### config.mk
export PLATFORM = sky130hd
export DESIGN_NAME = matrix_stream_packer
export DESIGN_NICKNAME = d
export VERILOG_FILES = /design/src/rtl/matrix_pkg.sv /design/src/rtl/stream_timeout_timer.sv /design/src/rtl/matrix_stream_packer.sv
export SDC_FILE = /design/constraint.sdc
export NUM_CORES = 1
export LEC_CHECK = 0
export BUFFER_PORTS_ARGS = -buffer_cell sky130_fd_sc_hd__buf_2
export CAP_MARGIN = 20
export CORE_UTILIZATION = 55
export CTS_CLUSTER_DIAMETER = 100
export DETAILED_ROUTE_END_ITERATION = 7
export PLACE_DENSITY = 0.75
export SETUP_SLACK_MARGIN = 0.4
export SKIP_LAST_GASP = 1
export SYNTH_ARGS = -nofsm -noshare
export SYNTH_HDL_FRONTEND = slang
export SYNTH_SLANG_ARGS = --single-unit
### constraint.sdc
create_clock -name data_clk -period 1.95 [get_ports data_clk]
set_input_delay 0.0975 -clock data_clk [delete_from_list [all_inputs] [get_ports data_clk]]
set_output_delay 0.0975 -clock data_clk [all_outputs]
set_load 0.005 [all_outputs]
### src/rtl/matrix_pkg.sv
// -----------------------------------------------------------------------------
// matrix_pkg
// Shared types and constants for the matrix memory front end.
//   packer_state_t    : frame packer FSM states
//   SYNC_BYTE_DEFAULT : default frame start marker
//   MATRIX_MEM_WIDTH  : width of one matrix memory word
// -----------------------------------------------------------------------------
package matrix_pkg;

  typedef enum logic [1:0] {
    IDLE    = 2'd0,
    PAYLOAD = 2'd1,
    CHECK   = 2'd2,
    FLUSH   = 2'd3
  } packer_state_t;

  localparam logic [7:0] SYNC_BYTE_DEFAULT = 8'hA5;
  localparam int         MATRIX_MEM_WIDTH  = 32;

endpackage

### src/rtl/stream_timeout_timer.sv
// -----------------------------------------------------------------------------
// stream_timeout_timer
// Counts idle cycles between received bytes. While enabled and not cleared it
// counts up; when the count sits at TIMEOUT_CYCLES-1 on a cycle with no clear,
// expired pulses for one cycle and the counter restarts from zero.
// Ports:
//   data_clk : clock (rising edge)
//   rst_n    : synchronous, active-low reset
//   clear    : restart the count (a byte was accepted)
//   enable   : count only while the owning FSM waits on the stream
//   expired  : one-cycle timeout pulse
// -----------------------------------------------------------------------------
module stream_timeout_timer #(
  parameter int TIMEOUT_CYCLES = 100000
) (
  input  logic data_clk,
  input  logic rst_n,
  input  logic clear,
  input  logic enable,
  output logic expired
);

  localparam int            CW   = $clog2(TIMEOUT_CYCLES);
  localparam logic [CW-1:0] LAST = CW'(TIMEOUT_CYCLES - 1);

  logic [CW-1:0] r_count;
  logic          w_expired;

  assign w_expired = enable && !clear && (r_count == LAST);
  assign expired   = w_expired;

  always_ff @(posedge data_clk) begin
    // NOTE: sequential state is updated with non-blocking assignments only,
    // so every register samples the pre-edge values of its neighbours.
    if (!rst_n) begin
      r_count <= '0;
    end else if (clear || !enable || w_expired) begin
      r_count <= '0;
    end else begin
      r_count <= r_count + CW'(1);
    end
  end

endmodule

### src/rtl/matrix_stream_packer.sv
// -----------------------------------------------------------------------------
// matrix_stream_packer
// Finds SYNC_BYTE in the host byte stream, packs the following payload bytes
// little-endian into 32-bit words and emits exactly A+B words per frame. A
// trailing XOR checksum byte is verified; a frame that stalls is padded with
// zero words so downstream address counters stay aligned.
// Ports:
//   data_clk   : clock (rising edge)
//   rst_n      : synchronous, active-low reset
//   rx_valid   : rx_byte valid this cycle
//   rx_byte    : received byte
//   data_valid : one-cycle pulse, data holds a complete word
//   data       : packed word, holds its value between pulses
//   frame_done : one-cycle pulse, frame complete with matching checksum
//   frame_err  : one-cycle pulse, checksum mismatch or timeout abort
//   busy       : high whenever the packer is not in IDLE
// -----------------------------------------------------------------------------
module matrix_stream_packer
  import matrix_pkg::*;
#(
  parameter int         MATRIX_A_MEM_DEPTH = 64,
  parameter int         MATRIX_B_MEM_DEPTH = 64,
  parameter logic [7:0] SYNC_BYTE          = SYNC_BYTE_DEFAULT,
  parameter int         TIMEOUT_CYCLES     = 100000
) (
  input  logic                        data_clk,
  input  logic                        rst_n,
  input  logic                        rx_valid,
  input  logic [7:0]                  rx_byte,
  output logic                        data_valid,
  output logic [MATRIX_MEM_WIDTH-1:0] data,
  output logic                        frame_done,
  output logic                        frame_err,
  output logic                        busy
);

  localparam int             TOTAL_WORDS = MATRIX_A_MEM_DEPTH + MATRIX_B_MEM_DEPTH;
  localparam int             WCW         = $clog2(TOTAL_WORDS + 1);
  localparam logic [WCW-1:0] LAST_WORD   = WCW'(TOTAL_WORDS - 1);
  localparam int             LW          = MATRIX_MEM_WIDTH - 8;

  // Registered state and outputs
  packer_state_t               r_state;
  logic [1:0]                  r_byte_idx;
  logic [WCW-1:0]              r_word_cnt;
  logic [7:0]                  r_csum;
  logic [LW-1:0]               r_lanes;      // lanes 0..2 of the word in progress
  logic [MATRIX_MEM_WIDTH-1:0] r_data;
  logic                        r_data_valid;
  logic                        r_frame_done;
  logic                        r_frame_err;
  logic                        r_busy;

  // Next-state values
  packer_state_t               w_state_nxt;
  logic [1:0]                  w_byte_idx_nxt;
  logic [WCW-1:0]              w_word_cnt_nxt;
  logic [7:0]                  w_csum_nxt;
  logic [LW-1:0]               w_lanes_nxt;
  logic [MATRIX_MEM_WIDTH-1:0] w_data_nxt;
  logic                        w_data_valid_nxt;
  logic                        w_frame_done_nxt;
  logic                        w_frame_err_nxt;
  logic                        w_busy_nxt;

  logic w_timer_en;
  logic w_expired;

  // The timer only runs while waiting on the stream; any accepted byte restarts it.
  assign w_timer_en = (r_state == PAYLOAD) || (r_state == CHECK);

  stream_timeout_timer #(
    .TIMEOUT_CYCLES (TIMEOUT_CYCLES)
  ) u_timer (
    .data_clk (data_clk),
    .rst_n    (rst_n),
    .clear    (rx_valid),
    .enable   (w_timer_en),
    .expired  (w_expired)
  );

  always_comb begin
    // NOTE: every value assigned here gets a default first, so no path can
    // leave one unassigned and infer a latch.
    w_state_nxt      = r_state;
    w_byte_idx_nxt   = r_byte_idx;
    w_word_cnt_nxt   = r_word_cnt;
    w_csum_nxt       = r_csum;
    w_lanes_nxt      = r_lanes;
    w_data_nxt       = r_data;
    w_data_valid_nxt = 1'b0;
    w_frame_done_nxt = 1'b0;
    w_frame_err_nxt  = 1'b0;

    case (r_state)
      IDLE: begin
        if (rx_valid && (rx_byte == SYNC_BYTE)) begin
          w_state_nxt    = PAYLOAD;
          w_byte_idx_nxt = 2'd0;
          w_word_cnt_nxt = '0;
          w_csum_nxt     = 8'h00;
          w_lanes_nxt    = '0;
        end
      end

      PAYLOAD: begin
        if (rx_valid) begin
          w_csum_nxt     = r_csum ^ rx_byte;
          w_byte_idx_nxt = r_byte_idx + 2'd1;
          case (r_byte_idx)
            2'd0: w_lanes_nxt[7:0]   = rx_byte;
            2'd1: w_lanes_nxt[15:8]  = rx_byte;
            2'd2: w_lanes_nxt[23:16] = rx_byte;
            default: begin
              w_data_nxt       = {rx_byte, r_lanes};
              w_data_valid_nxt = 1'b1;
              w_lanes_nxt      = '0;
              w_word_cnt_nxt   = r_word_cnt + WCW'(1);
              if (r_word_cnt == LAST_WORD) begin
                w_state_nxt = CHECK;
              end
            end
          endcase
        end else if (w_expired) begin
          w_state_nxt = FLUSH;
        end
      end

      CHECK: begin
        if (rx_valid) begin
          w_frame_done_nxt = (rx_byte == r_csum);
          w_frame_err_nxt  = (rx_byte != r_csum);
          w_state_nxt      = IDLE;
        end else if (w_expired) begin
          w_frame_err_nxt = 1'b1;
          w_state_nxt     = IDLE;
        end
      end

      FLUSH: begin
        // Unwritten lanes are always zero, so the first flush word is the
        // zero-extended partial word and every later one is all zeros.
        w_data_nxt       = {8'h00, r_lanes};
        w_data_valid_nxt = 1'b1;
        w_lanes_nxt      = '0;
        w_byte_idx_nxt   = 2'd0;
        w_word_cnt_nxt   = r_word_cnt + WCW'(1);
        if (r_word_cnt == LAST_WORD) begin
          w_frame_err_nxt = 1'b1;
          w_state_nxt     = IDLE;
        end
      end

      default: w_state_nxt = IDLE;
    endcase

    w_busy_nxt = (w_state_nxt != IDLE);
  end

  always_ff @(posedge data_clk) begin
    if (!rst_n) begin
      r_state      <= IDLE;
      r_byte_idx   <= 2'd0;
      r_word_cnt   <= '0;
      r_csum       <= 8'h00;
      r_lanes      <= '0;
      r_data       <= '0;
      r_data_valid <= 1'b0;
      r_frame_done <= 1'b0;
      r_frame_err  <= 1'b0;
      r_busy       <= 1'b0;
    end else begin
      r_state      <= w_state_nxt;
      r_byte_idx   <= w_byte_idx_nxt;
      r_word_cnt   <= w_word_cnt_nxt;
      r_csum       <= w_csum_nxt;
      r_lanes      <= w_lanes_nxt;
      r_data       <= w_data_nxt;
      r_data_valid <= w_data_valid_nxt;
      r_frame_done <= w_frame_done_nxt;
      r_frame_err  <= w_frame_err_nxt;
      r_busy       <= w_busy_nxt;
    end
  end

  assign data_valid = r_data_valid;
  assign data       = r_data;
  assign frame_done = r_frame_done;
  assign frame_err  = r_frame_err;
  assign busy       = r_busy;

endmodule

==> results.txt, run 1 <==
Port Buffers -> 46
YS warnings -> 0
CP Launch Type -> register
Worst EP required -> 2250 ps
Yosys cell types -> 49
NetSw -> 0.0009092 W
share of post-route cells with drive strength above 1 -> 31.48%
max-capacitance violation count -> 0
Worst Clk Skew -> 9.543 ps
RSZ-0062 raised after global routing -> yes
clock root cell -> clkbuf_8
Vias -> 3959
WP data arrival -> 2010 ps
Area growth syn-to-layout -> 29.75%
# nets final -> 611
# setup viols final -> 0
crit end category -> register
drt wl/cell -> 16.91 um
max-slew violation count -> 0
Clk Latency, worst-skew pair -> 380 ps
largest net degree at the start of global routing -> 46
DRC -> 0
Max VDD drop -> 0.4644 mV
number of synthesized flops with an enable pin -> 0
total clock sinks -> 97
flops & latches, synth -> 97
Worst-Margin Slew -> 505.9 ps
Internal -> 0.002655 W
WHS Path Cells -> 4
Post-Syn Instances -> 518
die area -> 8383 sq um
asr flop ratio synth -> 0%
Top delay family on crit path -> flip-flops
1st-iter DRT viols -> 278
WP buf/inv -> 2
hpwl dp -> 6691 um
Sw Ratio -> 25.51%
Rows -> 32
Vias/cell -> 5.688
fill cell count -> 556
Total Wirelength -> 11770 um
area leader, netlist -> dfxtp_1
RePlAce Congestion -> 0.8020
ant diodes -> 0
Total GRT Usage -> 25.89%
Mapped Area -> 4412 sq um
share of the synthesized area in the top cell type -> 44.02%
Tmin final -> 1715 ps
number of global-route vias before repair -> 3677
outcome -> completed
CP max stage delay -> 420 ps
DRT Pass-1 Iters -> 5
f_max -> 583.0 MHz
TritonCTS clock tree -> built
Post-synth top cells -> nand2_1 (127), dfxtp_1 (97), nor2_1 (38)
Core ar. -> 7727 sq um
Hold Path Class -> input port to register
pwr dens -> 622.7 nW/um^2
H-tree depth -> 3
CTS Buf Count -> 9
Logic pwr share -> 3.9%
FF-to-FF path depth -> 6
power share of the clock group -> 40.8%
final hold slack -> 138.4 ps
Final Hold Viols -> 0
initial antenna violation count -> 0
syn_nets -> 540
fin crit share -> 87.96%
Slew headroom -> 66.27%
crit path cell chain -> inv_2, ha_1, or3_4, a21oi_4, buf_4, mux2i_1
syn_area_per_cell -> 8.517 sq um
starting density of the core -> 57.09%
gr ovfl total -> 0
setup total negative slack -> 0 ps
Flop pwr share -> 55.3%
slowest CP cell -> dfxtp_2
Die H -> 91.56 um
CTS max path bufs -> 2
Synth Flop Type -> dfxtp_1
Post-CTS Hold Fix Bufs -> 0
Max FO, Critical Path -> 4
sequential share of the synthesized area -> 44.02%
cells taking the most area after synthesis -> dfxtp_1 (44%), nand2_1 (11%), mux2i_1 (5.4%)
number of cells on the critical path -> 6
Leak -> 2.054 nW
number of routed nets with antenna violations -> 0
Setup CP Type -> register to register
first-pass GRT wire length -> 17230 um
count leader, synth -> nand2_1
DIE WIDTH -> 91.56 um
Reg clk slew, reported paths -> 110 ps
io pins -> 47
-- final cells by class --
cell class / count / area [sq um] / share of cell area (%)
Clock buffer: 9 / 123.9 / 2.164
Clock inverter: 7 / 96.34 / 1.683
Inverter: 11 / 48.80 / 0.8525
Multi-Input combinational cell: 378 / 2690 / 46.99
Sequential cell: 97 / 1971 / 34.43
Tap cell: 102 / 127.6 / 2.230
Timing Repair Buffer: 92 / 666.9 / 11.65
-- cell families (layout without fill, tap and decap cells) --
logic type / after synthesis / count (layout) / synth area share [%]
XOR/XNOR: 28 / 28 / 5.559
multiplexers: 24 / 24 / 5.445
AO/OA/AOI/OAI: 82 / 82 / 13.19
flip-flops: 97 / 97 / 44.02
AND/OR/NAND/NOR: 233 / 233 / 24.45
adder cells (fa/ha/maj): 11 / 11 / 3.120
buffers and inverters: 43 / 119 / 4.226
-- worst paths after layout --
| path | from | endpoint | slack, ps |
|---|---|---|---|
| hold reg to reg | u_timer.r_count[0] | u_timer.r_count[0] | 450 |
| setup reg to reg | r_byte_idx[1] | r_lanes[19] | 230 |
| hold / removal | rx_byte[1] | r_lanes[1] | 140 |
| setup / recovery | r_byte_idx[1] | r_lanes[19] | 230 |
-- stage by stage --
step	power (W)	instances	util (%)	instance area (sq um)	setup slack, ps
6_report	0.003565	696	74.08	5724	234.8
3_3_place_gp	0.002147	656	63.58	4913	229.9
3_5_place_dp	0.002147	656	63.58	4913	149.2
5_1_grt	0.003671	696	74.08	5724	107.8
2_1_floorplan	0.002103	518	-	4531	368.7
4_1_cts	0.003559	687	70.08	5415	319.0
-- worst min-delay path: stages --
cell,delay [ps]
buf_2,100
buf_4,160
nand2_1,60
mux2i_1,50
-- per-layer routing --
metal	GRT usage [%]	vias to the layer above	wire length (um)
met5	0	-	0
met4	8.333	0	232
met3	4.774	26	496
met2	45.43	118	5997
met1	31.82	1925	5042
li1	-	1890	-
-- cell usage in the layout, fill, tap and decap left out, drive strengths merged, types with 2 or more instances in the layout --
master | netlist | routed
nor4 | 7 | 7
dfxtp | 97 | 97
xor2 | 7 | 7
ha | 11 | 11
or3 | 3 | 3
a22oi | 10 | 10
a21o | 2 | 2
nor2b | 12 | 12
nor2 | 38 | 38
nor3 | 5 | 5
and2 | 3 | 3
nand3 | 13 | 13
a211oi | 2 | 2
a21oi | 13 | 13
nand2 | 128 | 128
inv | 11 | 14
mux2i | 24 | 24
a31oi | 4 | 4
xnor2 | 21 | 21
o211ai | 2 | 2
nand4 | 7 | 7
clkinv | 0 | 2
nand4b | 2 | 2
nor4b | 2 | 2
o31ai | 2 | 2
and3 | 5 | 5
o21ai | 13 | 13
buf | 16 | 89
clkbuf | 16 | 12
o22ai | 5 | 5
and4 | 2 | 2
a21boi | 26 | 26
-- power by group through the flow --
stage / Combinational, W / Clock, W / Sequential [W]
2_1_floorplan: 0.0000804 / 0 / 0.00202
3_3_place_gp: 0.000124 / 0 / 0.00202
6_report: 0.000139 / 0.00145 / 0.00197
3_5_place_dp: 0.000125 / 0 / 0.00202
5_1_grt: 0.000145 / 0.00155 / 0.00197
4_1_cts: 0.000129 / 0.00145 / 0.00198
-- flip-flops by register name, summed over array words and instances (netlist names) --
name	count
r_csum	8
data_valid	1
data	32
frame_done	1
r_lanes	24
r_word_cnt	8
r_byte_idx	2
r_state	2
u_timer.r_count	17
frame_err	1
busy	1
-- timing repair --
action	CTS	global route
setup endpoints to repair	93	93
resized for setup	39	55
endpoints found under the hold margin	0	0
buffers inserted	14	4
cloned	1	5
pin swaps	8	16
Power figures use the tool's default switching activity.
==> run 2, diff against run 1 <==
- PLACE_DENSITY: 0.75 -> 0.76
- SYNTH_HIERARCHICAL: default -> 1
==> run 2 against run 1 <==
Effect of this change: via count shrank 2.0%; sequential cell count is the same; final area shrank 9.0%; setup slack lost 210 ps; sequential power is essentially flat.
==> results.txt, run 2 <==
outcome -> completed (unchanged)
adder-cell area share of the yosys netlist -> 3.205% (was 3.120%)
Leak -> 1.894 nW (was 2.054 nW)
post-place setup slack -> -19.42 ps (was 149.2 ps)
gr ovfl total -> 0 (unchanged)
number of synthesized flops with an enable pin -> 0 (unchanged)
Total GRT Usage -> 26.07% (was 25.89%)
setup total negative slack -> 0 ps (unchanged)
Area growth syn-to-layout -> 21.30% (was 29.75%)
Synth Area in Simple Gates -> 28.18% (was 24.45%)
max FFs per register -> 32 (unchanged)
WHS Path Cells -> 3 (was 4)
share of post-route cells with drive strength above 1 -> 24.53% (was 31.48%)
fin crit share -> 98.54% (was 87.96%)
DIE WIDTH -> 90.36 um (was 91.56 um)
area of the multi-input gates -> 2371 sq um (was 2690 sq um)
DRT Pass-1 Iters -> 4 (was 5)
number of routed nets with antenna violations -> 0 (unchanged)
crit end category -> register (unchanged)
io pins -> 47 (unchanged)
sequential share of the synthesized area -> 45.22% (was 44.02%)
Mapped Area -> 4294 sq um (was 4412 sq um)
hold path endpoint -> r_lanes[23] (was r_lanes[1])
Synth Flop Type -> dfxtp_1 (unchanged)
commonest non-fill, non-tap cells in the layout -> dfxtp_1 (92), nand2_1 (75), nand3_1 (60) (was nand2_1 (127), dfxtp_1 (84), buf_2 (46))
RSZ-0062 raised after global routing -> yes (unchanged)
max-capacitance violation count -> 0 (unchanged)
Vias -> 3878 (was 3959)
count leader, synth -> dfxtp_1 (was nand2_1)
Hold Path Class -> input port to register (unchanged)
FF-to-FF path depth -> 7 (was 6)
syn_nets -> 545 (was 540)
Rows -> 31 (was 32)
post-synthesis compound-gate area fraction -> 12.94% (was 13.19%)
leading cell type in the layout, fill and taps excluded -> dfxtp_1 (was nand2_1)
initial antenna violation count -> 0 (unchanged)
Die H -> 90.36 um (was 91.56 um)
asr flop ratio synth -> 0% (unchanged)
YS warnings -> 6 (was 0)
main combinational cell family by area after synthesis -> simple AND/OR/NAND/NOR gates (unchanged)
H-tree depth -> 3 (unchanged)
# setup viols final -> 0 (unchanged)
first-pass GRT wire length -> 16970 um (was 17230 um)
number of global-route vias before repair -> 3630 (was 3677)
post-synthesis mux area share -> 0% (was 5.445%)
Yosys cell types -> 48 (was 49)
Max FO, Critical Path -> 5 (was 4)
Total Wirelength -> 10280 um (was 11770 um)
# nets final -> 600 (was 611)
1st-iter DRT viols -> 224 (was 278)
CTS Buf Count -> 9 (unchanged)
starting density of the core -> 57.96% (was 57.09%)
Slew headroom -> 62.93% (was 66.27%)
TritonCTS clock tree -> built (unchanged)
WP data arrival -> 2160 ps (was 2010 ps)
Synth Area in XOR/XNOR -> 5.711% (was 5.559%)
RePlAce Congestion -> 0.8568 (was 0.8020)
area leader, netlist -> dfxtp_1 (unchanged)
cells taking the most area after synthesis -> dfxtp_1 (45%), nand3_1 (7.0%), nand2_1 (6.9%) (was dfxtp_1 (44%), nand2_1 (11%), mux2i_1 (5.4%))
CTS max path bufs -> 2 (unchanged)
share of the synthesized area in the top cell type -> 45.22% (was 44.02%)
Final WS setup -> 28.39 ps (was 234.8 ps)
critical register-to-register path startpoint -> r_state[1] (was r_byte_idx[1])
pwr dens -> 706.9 nW/um^2 (was 622.7 nW/um^2)
Setup CP Type -> register to register (unchanged)
CP Launch Type -> register (unchanged)
hold path startpoint -> rx_byte[7] (was rx_byte[1])
Vias/cell -> 5.686 (was 5.688)
Post-CTS Hold Fix Bufs -> 0 (unchanged)
flops & latches, synth -> 97 (unchanged)
Max VDD drop -> 0.4952 mV (was 0.4644 mV)
RR Endpoint -> busy (was r_lanes[19])
Worst EP required -> 2190 ps (was 2250 ps)
Reg clk slew, reported paths -> 100 ps (was 110 ps)
f_max -> 520.4 MHz (was 583.0 MHz)
Worst Clk Skew -> 10.44 ps (was 9.543 ps)
max-slew violation count -> 0 (unchanged)
total clock sinks -> 97 (unchanged)
Final Hold Viols -> 0 (unchanged)
Core ar. -> 7408 sq um (was 7727 sq um)
drt wl/cell -> 15.07 um (was 16.91 um)
die area -> 8165 sq um (was 8383 sq um)
largest net degree at the start of global routing -> 26 (was 46)
Post-Syn Instances -> 523 (was 518)
clock root cell -> clkbuf_8 (unchanged)
Port Buffers -> 46 (unchanged)
ant diodes -> 0 (unchanged)
Critical Path Source -> r_state[1] (was r_byte_idx[1])
register area -> 1948 sq um (was 1971 sq um)
Worst-Margin Slew -> 556.1 ps (was 505.9 ps)
hpwl dp -> 6741 um (was 6691 um)
DRC -> 0 (unchanged)
syn_area_per_cell -> 8.211 sq um (was 8.517 sq um)
Reg2Reg Setup Slack -> 30 ps (was 230 ps)
Post-synth top cells -> dfxtp_1 (97), nand2_1 (79), nand3_1 (60) (was nand2_1 (127), dfxtp_1 (97), nor2_1 (38))
fill cell count -> 570 (was 556)
Clk Latency, worst-skew pair -> 370 ps (was 380 ps)
Tmin final -> 1922 ps (was 1715 ps)
==> run 2: cell types whose count changed after synthesis, moves of 4 or more <==
cell,previous run,this run
a21boi_0,25,0
a21oi_1,11,34
a22oi_1,10,0
a32oi_1,0,8
and2_1,3,8
buf_2,8,4
clkbuf_1,16,24
mux2i_1,24,0
nand2_1,127,79
nand3_1,13,60
nand3b_1,0,7
nor2_1,38,43
nor2b_1,12,1
o21ai_0,12,32
==> run 2: stage by stage <==
step | total power (W) | hold WS (ps) | instance area (sq um) | util [%] | instances
after floorplan | 0.002267 | 321.4 | 4438 | - | 523
after global placement | 0.002338 | 437.7 | 4797 | 64.75 | 656
after detailed placement | 0.002343 | 444.3 | 4797 | 64.75 | 656
after CTS | 0.003702 | 100.1 | 5171 | 69.80 | 682
after global routing | 0.003818 | 115.2 | 5209 | 70.31 | 682
final | 0.003682 | 112.0 | 5209 | 70.31 | 682
==> run 2: kinds of logic (layout without fill, tap and decap cells) <==
family                     Yosys count  in the layout
and+or+nand+nor                    244            245
DFF                                 97             97
AOI/OAI and AO/OA                   96             96
buffers and inverters               47            106
xor gates and xnor gates            28             28
adders and majority gates           11             11
==> run 2: final cells by class <==
type,instances,share of cell area [%]
sequential,97,37.40
inverter,9,0.6486
clock buffer,10,2.642
clock inverter,6,1.249
timing repair buffer,81,10.16
multi-input combinational,380,45.52
tap,99,2.378
==> run 2: where the power goes <==
| group | internal, W | leakage, nW | total, W | switching [W] |
|---|---|---|---|---|
| Sequential | 0.00198 | 0.783 | 0.00199 | 0.00000483 |
| Clock | 0.000633 | 0.103 | 0.00135 | 0.000715 |
| Combinational | 0.000111 | 1.01 | 0.000345 | 0.000234 |
==> run 2: worst max path at each step <==
stage / to / slack, ps / depth (start not counted)
floorplan: busy / 150 / 8
global placement: busy / 50 / 8
detailed placement: busy / -20 / 8
CTS: busy / 100 / 8
global route: busy / -50 / 7
finish: busy / 30 / 7
==> run 2: worst max-delay path, stage by stage, from the launching register on <==
cell      delay (ps)
dfxtp_2          390
inv_1            110
ha_2             420
nor3b_2          240
nor2_1            70
a22o_1           220
a221oi_2         260
o22ai_1          100
==> run 2: timing repair <==
| action | CTS | global route |
|---|---|---|
| cloned | 1 | 0 |
| setup endpoints to repair | 95 | 95 |
| gates resized for setup | 22 | 8 |
| buffers inserted | 9 | 0 |
| pin swaps | 11 | 10 |
==> run 2: layer usage <==
metal	GRT usage (%)	up-vias	wire, um
met2	45.10	134	5106
met1	31.83	1803	4418
met4	7.930	0	106
met3	6.566	13	645
li1	-	1928	-
met5	0	-	0
==> run 3, diff against run 2 <==
- clock period: 1.95 -> 2.33 ns (I/O delays scaled with it)
==> run 3 against run 2 <==
Effect of this change: maximum frequency shrank 7.2%; first-iteration DRC count is 9.4% lower; critical path type unchanged; critical endpoint unchanged; via count fell by 1.9%; core utilization is 3.1 points lower; final area shrank 4.4%; sequential cell count unchanged; global-route usage fell by 2.2 points; combinational power is 24% lower; hold slack worse by 7.3 ps.
==> results.txt, run 3 (synthesis results as in run 2) <==
outcome -> completed (unchanged)
Worst EP required -> 2550 ps (was 2190 ps)
Area growth syn-to-layout -> 15.91% (was 21.30%)
CTS Buf Count -> 9 (unchanged)
Die H -> 90.36 um (unchanged)
die area -> 8165 sq um (unchanged)
Reg2Reg Setup Slack -> 260 ps (was 30 ps)
share of post-route cells with drive strength above 1 -> 20.25% (was 24.53%)
FF-to-FF path depth -> 8 (was 7)
max-capacitance violation count -> 0 (unchanged)
fill cell count -> 598 (was 570)
Critical Path Source -> u_timer/r_count[0] (was r_state[1])
Max FO, Critical Path -> 4 (was 5)
Leak -> 1.749 nW (was 1.894 nW)
io pins -> 47 (unchanged)
Tmin final -> 2071 ps (was 1922 ps)
Hold Path Class -> input port to register (unchanged)
Vias/cell -> 5.749 (was 5.686)
critical register-to-register path startpoint -> u_timer/r_count[0] (was r_state[1])
starting density of the core -> 57.96% (unchanged)
number of routed nets with antenna violations -> 0 (unchanged)
initial antenna violation count -> 0 (unchanged)
first-pass GRT wire length -> 15940 um (was 16970 um)
Max VDD drop -> 0.3063 mV (was 0.4952 mV)
TritonCTS clock tree -> built (unchanged)
leading cell type in the layout, fill and taps excluded -> dfxtp_1 (unchanged)
hpwl dp -> 6290 um (was 6741 um)
pwr dens -> 607.9 nW/um^2 (was 706.9 nW/um^2)
Worst-Margin Slew -> 569.6 ps (was 556.1 ps)
# setup viols final -> 0 (unchanged)
DRC -> 0 (unchanged)
slowest CP cell -> dfxtp_4 (was ha_2)
RR Endpoint -> busy (unchanged)
RePlAce Congestion -> 0.9044 (was 0.8568)
1st-iter DRT viols -> 203 (was 224)
Worst Clk Skew -> 10.55 ps (was 10.44 ps)
commonest non-fill, non-tap cells in the layout -> dfxtp_1 (90), nand2_1 (75), nand3_1 (60) (was dfxtp_1 (92), nand2_1 (75), nand3_1 (60))
Final Hold Viols -> 0 (unchanged)
crit path to -> busy (unchanged)
ant diodes -> 0 (unchanged)
number of global-route vias before repair -> 3475 (was 3630)
DIE WIDTH -> 90.36 um (unchanged)
Total Wirelength -> 9896 um (was 10280 um)
Rows -> 31 (unchanged)
largest net degree at the start of global routing -> 33 (was 26)
DRT Pass-1 Iters -> 4 (unchanged)
crit end category -> register (unchanged)
CP Launch Type -> register (unchanged)
Top delay family on crit path -> simple AND/OR/NAND/NOR gates (was compound AO/OA/AOI/OAI gates)
WP data arrival -> 2300 ps (was 2160 ps)
Vias -> 3806 (was 3878)
max FFs per register -> 32 (unchanged)
Slew headroom -> 61.98% (was 62.93%)
# nets final -> 580 (was 600)
gr ovfl total -> 0 (unchanged)
number of cells on the critical path -> 8 (was 7)
Core ar. -> 7408 sq um (unchanged)
RSZ-0062 raised after global routing -> yes (unchanged)
Setup CP Type -> register to register (unchanged)
final hold slack -> 104.6 ps (was 112.0 ps)
fin crit share -> 88.91% (was 98.54%)
total clock sinks -> 97 (unchanged)
H-tree depth -> 3 (unchanged)
max-slew violation count -> 0 (unchanged)
drt wl/cell -> 14.95 um (was 15.07 um)
Total GRT Usage -> 23.90% (was 26.07%)
Clk Latency, worst-skew pair -> 360 ps (was 370 ps)
crit path cell chain -> ha_4, and4_4, nand4_1, nor3b_2, nor2_1, a22o_1, a221oi_2, o22ai_1 (was inv_1, ha_2, nor3b_2, nor2_1, a22o_1, a221oi_2, o22ai_1)
WP buf/inv -> 0 (was 1)
setup total negative slack -> 0 ps (unchanged)
CP max stage delay -> 370 ps (was 420 ps)
clock root cell -> clkbuf_8 (unchanged)
f_max -> 482.7 MHz (was 520.4 MHz)
CTS max path bufs -> 2 (unchanged)
Port Buffers -> 46 (unchanged)
Reg clk slew, reported paths -> 90 ps (was 100 ps)
## run 3: cell types whose count changed in the layout (fill, tap and decap cells not counted), moves of 3 or more
| cell | delta |
|---|---|
| buf_6 | -3 |
| nor2_2 | -3 |
| nor2_1 | +3 |
| buf_4 | -16 |
## run 3: worst min path at each step
stage / endpoint / cells after the start / start / slack, ps
floorplan: u_timer/r_count[15] / 2 / rst_n / 340
global route: r_lanes[15] / 3 / rx_byte[7] / 110
detailed placement: data[16] / 2 / data[16] / 440
finish: r_lanes[14] / 3 / rx_byte[6] / 100
CTS: r_lanes[14] / 3 / rx_byte[6] / 90
global placement: data[8] / 2 / data[8] / 440
## run 3: repair_timing
action,4_1_cts,5_1_grt
buffers inserted,3,6
setup endpoints to repair,35,42
cloned,0,0
hold buffers,0,0
gates resized for setup,14,21
pin swaps,5,11
## run 3: metrics by stage
step	cell area, sq um	setup slack, ps	std cells	util, %	total power, W
finish	4977	258.5	662	67.18	0.003026
global placement	4558	290.4	637	61.53	0.001925
global route	4977	238.7	662	67.18	0.003145
detailed placement	4558	197.4	637	61.53	0.001929
floorplan	4305	405.0	523	-	0.001871
CTS	4843	363.6	656	65.38	0.003036
## run 3: final cells by class
| class | count | area (sq um) | share of cell area, % |
|---|---|---|---|
| clock buffers | 10 | 127.6 | 2.564 |
| inverters | 9 | 33.78 | 0.6787 |
| repair buffers | 62 | 375.4 | 7.541 |
| well taps | 99 | 123.9 | 2.489 |
| multi-input cells | 379 | 2287 | 45.95 |
| clock inverters | 6 | 73.82 | 1.483 |
| flip-flops and latches | 97 | 1956 | 39.29 |
## run 3: layer usage
| layer | up-vias | track usage, % | wire (um) |
|---|---|---|---|
| li1 | 1880 | - | - |
| met1 | 1763 | 31.25 | 4583 |
| met4 | 0 | 9.005 | 240 |
| met2 | 136 | 38.42 | 4481 |
| met5 | - | 0 | 0 |
| met3 | 27 | 5.471 | 590 |
## run 3: report_power, final
group,internal [W],switching (W),total (W)
registers,0.00166,0.00000424,0.00166
clock network,0.000510,0.000592,0.00110
logic,0.0000749,0.000186,0.000261
total,0.00224,0.000783,0.00303
## run 3: worst reg2reg max path: stages (launching register included)
cell and delay [ps]:
dfxtp_4 370, ha_4 140, and4_4 230, nand4_1 130
nor3b_2 300, nor2_1 90, a22o_1 250, a221oi_2 310
o22ai_1 120
